### src/rtl/calc_engine_n_pkg.sv
// Shared command/response encodings and the request-FIFO entry layout for calc_engine_n.
// Entry fields are sized for the widest supported operand and tag; narrower instances zero-pad.
package calc_engine_n_pkg;
    localparam int CMD_W      = 4;
    localparam int MAX_DATA_W = 64;
    localparam int MAX_TAG_W  = 8;

    typedef enum logic [CMD_W-1:0] {
        CMD_NONE = 4'd0,
        CMD_ADD  = 4'd1,
        CMD_SUB  = 4'd2,
        CMD_SHL  = 4'd5,
        CMD_SHR  = 4'd6
    } cmd_e;

    typedef enum logic [1:0] {
        RESP_NONE = 2'b00,
        RESP_OK   = 2'b01,
        RESP_ERR  = 2'b10
    } resp_e;

    typedef struct packed {
        logic [CMD_W-1:0]      cmd;
        logic [MAX_TAG_W-1:0]  tag;
        logic [MAX_DATA_W-1:0] op1;
        logic [MAX_DATA_W-1:0] op2;
    } req_entry_t;
endpackage

### src/rtl/calc_req_fifo.sv
// Per-port request FIFO: circular buffer with occupancy count; storage has no reset.
module calc_req_fifo
    import calc_engine_n_pkg::*;
#(
    parameter int DEPTH = 4,
    parameter int W     = $bits(req_entry_t)
) (
    input  logic                   clk,
    input  logic                   reset,
    input  logic                   wr_en_i,
    input  logic [W-1:0]           wr_data_i,
    input  logic                   rd_en_i,
    output logic [W-1:0]           rd_data_o,
    output logic                   empty_o,
    output logic [$clog2(DEPTH):0] count_o
);
    localparam int AW = $clog2(DEPTH);

    logic [W-1:0]  mem_q [DEPTH];
    logic [AW-1:0] wr_ptr_q, rd_ptr_q;
    logic [AW:0]   count_q;

    always_ff @(posedge clk) begin
        if (reset) begin
            wr_ptr_q <= '0;
            rd_ptr_q <= '0;
            count_q  <= '0;
        end else begin
            if (wr_en_i) wr_ptr_q <= wr_ptr_q + 1'b1;
            if (rd_en_i) rd_ptr_q <= rd_ptr_q + 1'b1;
            case ({wr_en_i, rd_en_i})
                2'b10:   count_q <= count_q + 1'b1;
                2'b01:   count_q <= count_q - 1'b1;
                default: count_q <= count_q;
            endcase
        end
    end

    always_ff @(posedge clk) begin
        if (wr_en_i) mem_q[wr_ptr_q] <= wr_data_i;
    end

    assign rd_data_o = mem_q[rd_ptr_q];
    assign empty_o   = (count_q == '0);
    assign count_o   = count_q;
endmodule

### src/rtl/calc_engine_n.sv
// Multi-port calculator: two-beat requests queue per port, a round-robin arbiter feeds one
// shared execute register, and each result is presented on its port for a single cycle.
module calc_engine_n
    import calc_engine_n_pkg::*;
#(
    parameter int NUM_PORTS  = 4,
    parameter int DATA_W     = 32,
    parameter int TAG_W      = 2,
    parameter int FIFO_DEPTH = 4
) (
    input  logic                        clk,
    input  logic                        reset,
    input  logic [4*NUM_PORTS-1:0]      req_cmd_in,
    input  logic [TAG_W*NUM_PORTS-1:0]  req_tag_in,
    input  logic [DATA_W*NUM_PORTS-1:0] req_data_in,
    output logic [NUM_PORTS-1:0]        req_ready,
    output logic [2*NUM_PORTS-1:0]      out_resp,
    output logic [DATA_W*NUM_PORTS-1:0] out_data,
    output logic [TAG_W*NUM_PORTS-1:0]  out_tag
);
    localparam int PW  = (NUM_PORTS > 1) ? $clog2(NUM_PORTS) : 1;
    localparam int CW  = $clog2(FIFO_DEPTH) + 1;
    localparam int SHW = $clog2(DATA_W);
    localparam int EW  = $bits(req_entry_t);

    function automatic logic [DATA_W+1:0] execute(input logic [3:0] cmd,
                                                  input logic [DATA_W-1:0] a,
                                                  input logic [DATA_W-1:0] b);
        logic [DATA_W:0]   sum;
        logic [DATA_W-1:0] d;
        resp_e             r;
        sum = {1'b0, a} + {1'b0, b};
        d   = '0;
        r   = RESP_ERR;
        case (cmd)
            CMD_ADD: if (!sum[DATA_W]) begin r = RESP_OK; d = sum[DATA_W-1:0]; end
            CMD_SUB: if (b <= a) begin r = RESP_OK; d = a - b; end
            CMD_SHL: begin r = RESP_OK; d = a << b[SHW-1:0]; end
            CMD_SHR: begin r = RESP_OK; d = a >> b[SHW-1:0]; end
            default: ;
        endcase
        return {r, d};
    endfunction

    logic                 en_q;
    logic [NUM_PORTS-1:0] pend, empty, pop;
    logic [CW-1:0]        count    [NUM_PORTS];
    logic [EW-1:0]        rd_entry [NUM_PORTS];

    // Stage 0: operand1 capture, operand2 merge and FIFO write per port
    for (genvar p = 0; p < NUM_PORTS; p++) begin : g_port
        logic              pend_q;
        logic [3:0]        cap_cmd_q;
        logic [TAG_W-1:0]  cap_tag_q;
        logic [DATA_W-1:0] cap_op1_q;
        logic              accept;
        req_entry_t        wr_entry;

        assign req_ready[p] = en_q & ~pend_q &
                              ((count[p] + CW'(pend_q)) < CW'(FIFO_DEPTH));
        assign accept  = req_ready[p] & (req_cmd_in[p*4 +: 4] != 4'd0);
        assign pend[p] = pend_q;

        always_ff @(posedge clk) begin
            if (reset) pend_q <= 1'b0;
            else       pend_q <= accept;
        end

        always_ff @(posedge clk) begin
            if (accept) begin
                cap_cmd_q <= req_cmd_in[p*4 +: 4];
                cap_tag_q <= req_tag_in[p*TAG_W +: TAG_W];
                cap_op1_q <= req_data_in[p*DATA_W +: DATA_W];
            end
        end

        always_comb begin
            wr_entry                    = '0;
            wr_entry.cmd                = cap_cmd_q;
            wr_entry.tag[TAG_W-1:0]     = cap_tag_q;
            wr_entry.op1[DATA_W-1:0]    = cap_op1_q;
            wr_entry.op2[DATA_W-1:0]    = req_data_in[p*DATA_W +: DATA_W];
        end

        calc_req_fifo #(.DEPTH(FIFO_DEPTH), .W(EW)) u_fifo (
            .clk       (clk),
            .reset     (reset),
            .wr_en_i   (pend_q),
            .wr_data_i (wr_entry),
            .rd_en_i   (pop[p]),
            .rd_data_o (rd_entry[p]),
            .empty_o   (empty[p]),
            .count_o   (count[p])
        );
    end

    // Stage 1: round-robin grant loads the shared execute register
    logic [PW-1:0] last_q, grant_idx;
    logic          grant_vld;
    int            idx;

    always_comb begin
        grant_vld = 1'b0;
        grant_idx = last_q;
        pop       = '0;
        idx       = 0;
        for (int i = 1; i <= NUM_PORTS; i++) begin
            idx = (int'(last_q) + i) % NUM_PORTS;
            if (!grant_vld && !empty[PW'(idx)]) begin
                grant_vld = 1'b1;
                grant_idx = PW'(idx);
            end
        end
        if (grant_vld) pop[grant_idx] = 1'b1;
    end

    logic          exe_vld_q;
    logic [PW-1:0] exe_port_q;
    req_entry_t    exe_q;

    always_ff @(posedge clk) begin
        if (reset) begin
            en_q      <= 1'b0;
            exe_vld_q <= 1'b0;
            last_q    <= PW'(NUM_PORTS - 1);
        end else begin
            en_q      <= 1'b1;
            exe_vld_q <= grant_vld;
            if (grant_vld) last_q <= grant_idx;
        end
    end

    always_ff @(posedge clk) begin
        if (grant_vld) begin
            exe_port_q <= grant_idx;
            exe_q      <= rd_entry[grant_idx];
        end
    end

    // Stage 2: result registered onto the owning port for one cycle
    logic [1:0]        res_resp;
    logic [DATA_W-1:0] res_data;
    logic              unused_pad;

    assign {res_resp, res_data} = execute(exe_q.cmd, exe_q.op1[DATA_W-1:0], exe_q.op2[DATA_W-1:0]);
    assign unused_pad = ^{exe_q.tag, exe_q.op1, exe_q.op2};

    always_ff @(posedge clk) begin
        if (reset) begin
            out_resp <= '0;
            out_data <= '0;
            out_tag  <= '0;
        end else begin
            out_resp <= '0;
            out_data <= '0;
            out_tag  <= '0;
            if (exe_vld_q) begin
                out_resp[exe_port_q*2 +: 2]          <= res_resp;
                out_data[exe_port_q*DATA_W +: DATA_W] <= res_data;
                out_tag[exe_port_q*TAG_W +: TAG_W]    <= exe_q.tag[TAG_W-1:0];
            end
        end
    end
endmodule

### config.mk
export PLATFORM = sky130hd
export DESIGN_NAME = calc_engine_n
export DESIGN_NICKNAME = d
export VERILOG_FILES = /design/src/rtl/calc_engine_n_pkg.sv /design/src/rtl/calc_req_fifo.sv /design/src/rtl/calc_engine_n.sv
export SDC_FILE = /design/constraint.sdc
export NUM_CORES = 2
export LEC_CHECK = 0
export CAP_MARGIN = 20
export CELL_PAD_IN_SITES_DETAIL_PLACEMENT = 1
export CELL_PAD_IN_SITES_GLOBAL_PLACEMENT = 1
export CORE_MARGIN = 8
export CORE_UTILIZATION = 56
export DETAILED_ROUTE_END_ITERATION = 8
export GPL_TIMING_DRIVEN = 0
export PLACE_DENSITY_LB_ADDON = 0.2
export SLEW_MARGIN = 0
export SYNTH_ARGS = -nofsm -noshare
export SYNTH_HDL_FRONTEND = slang
export SYNTH_SLANG_ARGS = --single-unit
### constraint.sdc
create_clock -name clk -period 6.5 [get_ports clk]
set_clock_uncertainty 0.2 [all_clocks]
set_input_delay 0.65 -clock clk [delete_from_list [all_inputs] [get_ports clk]]
set_output_delay 0.65 -clock clk [all_outputs]
set_load 0.05 [all_outputs]
==> results by group <==
Critical path
  • Startpoint types: flip-flop
  • RR Endpoint: out_data[23]
  • Critical path capture point type: flip-flop
  • Crit path arrival time: 6.42 ns
  • R2r startpoint: exe_q[1]
  • CP Max Fanout: 10
  • Crit Path Class: flip-flop to flip-flop
  • Worst reg2reg path depth: 15
  • Worst setup path endpoint: out_data[23]
  • FF-to-FF setup slack: 0.49 ns
  • Worst Path Required: 6.91 ns
  • Critical path origin: exe_q[1]

Synth
  • Top-area cell type share of the netlist area: 65.4%
  • Synth area leaders: edfxtp_1 65%, mux4_2 11%, dfxtp_1 6.1%
  • Post-synthesis cell type count: 81
  • Main synth FF type: edfxtp_1
  • Synth async-reset ratio: 0%
  • Cell accounting for the most synthesized area: edfxtp_1
  • Synth Cell Area: 0.0617 mm²
  • Flops & latches, synth: 1,532
  • Syn Area/Cell: 17.0 µm²
  • Count leader, synth: edfxtp_1
  • Top post-synthesis cells by count: 1,344 x edfxtp_1, 313 x mux4_2, 273 x nor2_1
  • Synth Instances: 3,632
  • Synth warn: 0
  • Post-synthesis net count: 3,881
  • Register area share after synthesis: 71.5%
  • Post-synth EDFFs: 1,344

Detailed routing
  • Total Wirelength: 206,000 µm
  • Initial DRT Pass Iterations: 5
  • Via count: 37,900
  • Drt wl/cell: 36.0 µm
  • Antenna-violating nets left: 0
  • Initial DRC Count: 4,384
  • Via density: 6.62
  • DRC violations left: 0

Cells and area
  • Fill cells: 9,287
  • Finished Core Util: 66.1%
  • Final-stage net count: 4,365
  • Layout cells sized above 1: 15.2%
  • Area grow syn2layout: 16.9%

Floorplanning
  • Die H: 348 µm
  • DIE WIDTH: 348 µm
  • Core Box Area: 0.109 mm²
  • I/O pin count: 302
  • Rows: 121
  • Starting Density: 56.5%
  • Die area: 0.121 mm²

Place
  • Setup slack after placement: -0.0954 ns
  • PortBufs: 300
  • HPWL after DPL: 139,000 µm
  • GPL Wtd Cong: 1.01

Timing
  • Fmax: 166 MHz
  • Slew @ Worst Pin: 1.22 ns
  • Final setup fails: 0
  • Final Hold Viols: 0
  • Final worst slack: 0.493 ns
  • RSZ-0062 raised after global routing: no
  • Count of pins over their slew limit: 0
  • Final cycle utilization of the critical path: 92.4%
  • Fin crit period: 6.01 ns
  • Max_slew headroom: 17.9%
  • Hold Slack: 0.0948 ns

GRT
  • Initial antenna violation count: 22
  • Gr ovfl total: 0
  • Largest net degree at the start of global routing: 58
  • Vias in the first global route: 39,600
  • Global-route wire length before repair: 292,000 µm
  • GRT Resource Usage Total: 33.6%

Power
  • Max VDD drop: 284 µV
  • Leakage: 23.5 nW
  • Cell Pwr Density: 505 mW/mm²

Clock tree
  • Clk_lat worst skew: 0.79 ns
  • CTS clk-pin slew, worst paths: 0.07 ns
  • Sink Count: 1,532
  • Root Buffer: clkbuf_16
  • CTS tree: built
  • Cts-stage hold buffer count: 0
  • H-tree depth: 4
  • Clock buffer depth: 3
  • TritonCTS Buffers: 150

Worst hold path
  • HP Class: input pin to flip-flop
  • Min-delay src: reset

Flow run
  • Max-cap violation count: 0

Outcome
  • Outcome: finished clean
## layer usage
metal	wire, µm	GRT usage, %
met5	70	0
met4	12500	17.9
met3	17200	6.62
met2	101000	56.1
met1	74900	41.7
## cell usage in the layout (no fill, tap or decap), drive strengths merged, types with 16 or more instances in the layout
cell	count
a21oi	131
a31oi	78
o211ai	23
dfxtp	188
nand2	211
o221ai	28
clkinv	54
inv	99
clkbuf	382
a221o	24
a211oi	83
edfxtp	1344
buf	60
clkdlybuf4s50	300
o21ai	93
o22ai	16
nor2b	24
o21bai	20
nor2	273
mux2i	51
mux4	313
nor3	21
nand2b	20
ha	89
and2	95
## through the flow
step | total power, W | std cells | TNS (ns) | cell area (µm²)
5_1_grt | 0.0374 | 5718 | 0 | 72100
4_1_cts | 0.0361 | 5710 | 0 | 72000
3_5_place_dp | 0.0272 | 5438 | -0.547 | 67200
6_report | 0.0364 | 5727 | 0 | 72100
3_3_place_gp | 0.0268 | 5408 | -0.0768 | 66600
2_1_floorplan | 0.0209 | 3632 | 0 | 61700
## cell type report
class                           instances  area, µm²  share of cell area [%]
Antenna cell                           15       37.5                  0.0520
Buffer                                202        808                    1.12
Clock buffer                          208       4120                    5.71
Clock inverter                         64        717                   0.994
Inverter                               96        363                   0.503
Multi-Input combinational cell       1801      16500                    22.9
Sequential cell                      1532      44100                    61.2
Tap cell                             1476       1850                    2.56
Timing Repair Buffer                  333       3630                    5.03
## worst max-delay path: stages (launching register included)
cell	delay, ns
edfxtp_1	0.60
buf_2	0.28
buf_2	0.31
inv_1	0.34
fa_1	0.56
o21bai_1	0.18
a21oi_1	0.17
o311ai_2	0.58
a21oi_2	0.26
o21ai_2	0.30
nand3_2	0.21
nand2_1	0.29
clkdlybuf4s15_1	0.76
o221ai_1	0.26
a211oi_2	0.44
nor2_1	0.08
## worst min path at each step
stage,endpoint,slack [ns],cells past startpoint
floorplan,g_port[0].u_fifo.mem_q[0][32],0.26,0
global placement,g_port[3].u_fifo.mem_q[2][35],0.27,0
detailed placement,g_port[1].u_fifo.mem_q[0][37],0.28,0
CTS,g_port[0].u_fifo.count_o[2],0.06,2
global route,g_port[0].u_fifo.count_o[2],0.12,2
finish,g_port[0].u_fifo.count_o[2],0.09,2
## flip-flops by register name (all words and copies together) (netlist names), 2 cells and up, named ones only
register / cells
g_port.cap_op1_q: 128
g_port.u_fifo.rd_ptr_q: 8
out_tag: 8
g_port.u_fifo.mem_q: 1120
out_data: 128
out_resp: 8
g_port.pend_q: 4
exe_q: 70
exe_port_q: 2
last_q: 2
g_port.cap_tag_q: 8
g_port.u_fifo.wr_ptr_q: 8
g_port.cap_cmd_q: 16
g_port.u_fifo.count_o: 12
## kinds of logic after synthesis
kind of cell,synth area share (%)
AO/OA/AOI/OAI,6.60
XOR/XNOR,0.312
adder cells (fa/ha/maj),2.00
buffers and inverters,1.89
flip-flops,71.5
multiplexers,12.4
AND/OR/NAND/NOR,5.30
## what timing repair did
action,CTS,global route
resized for setup,2,2
buffers inserted,0,0
endpoints found under the hold margin,0,0
setup endpoints to repair,53,13
## report_power, final
part	switching [W]	internal (W)	total, W
combinational	0.0103	0.00448	0.0148
clock	0.00390	0.00477	0.00867
sequential	0.000993	0.0120	0.0130
total	0.0152	0.0213	0.0364
(Power assumes the default switching activity.)
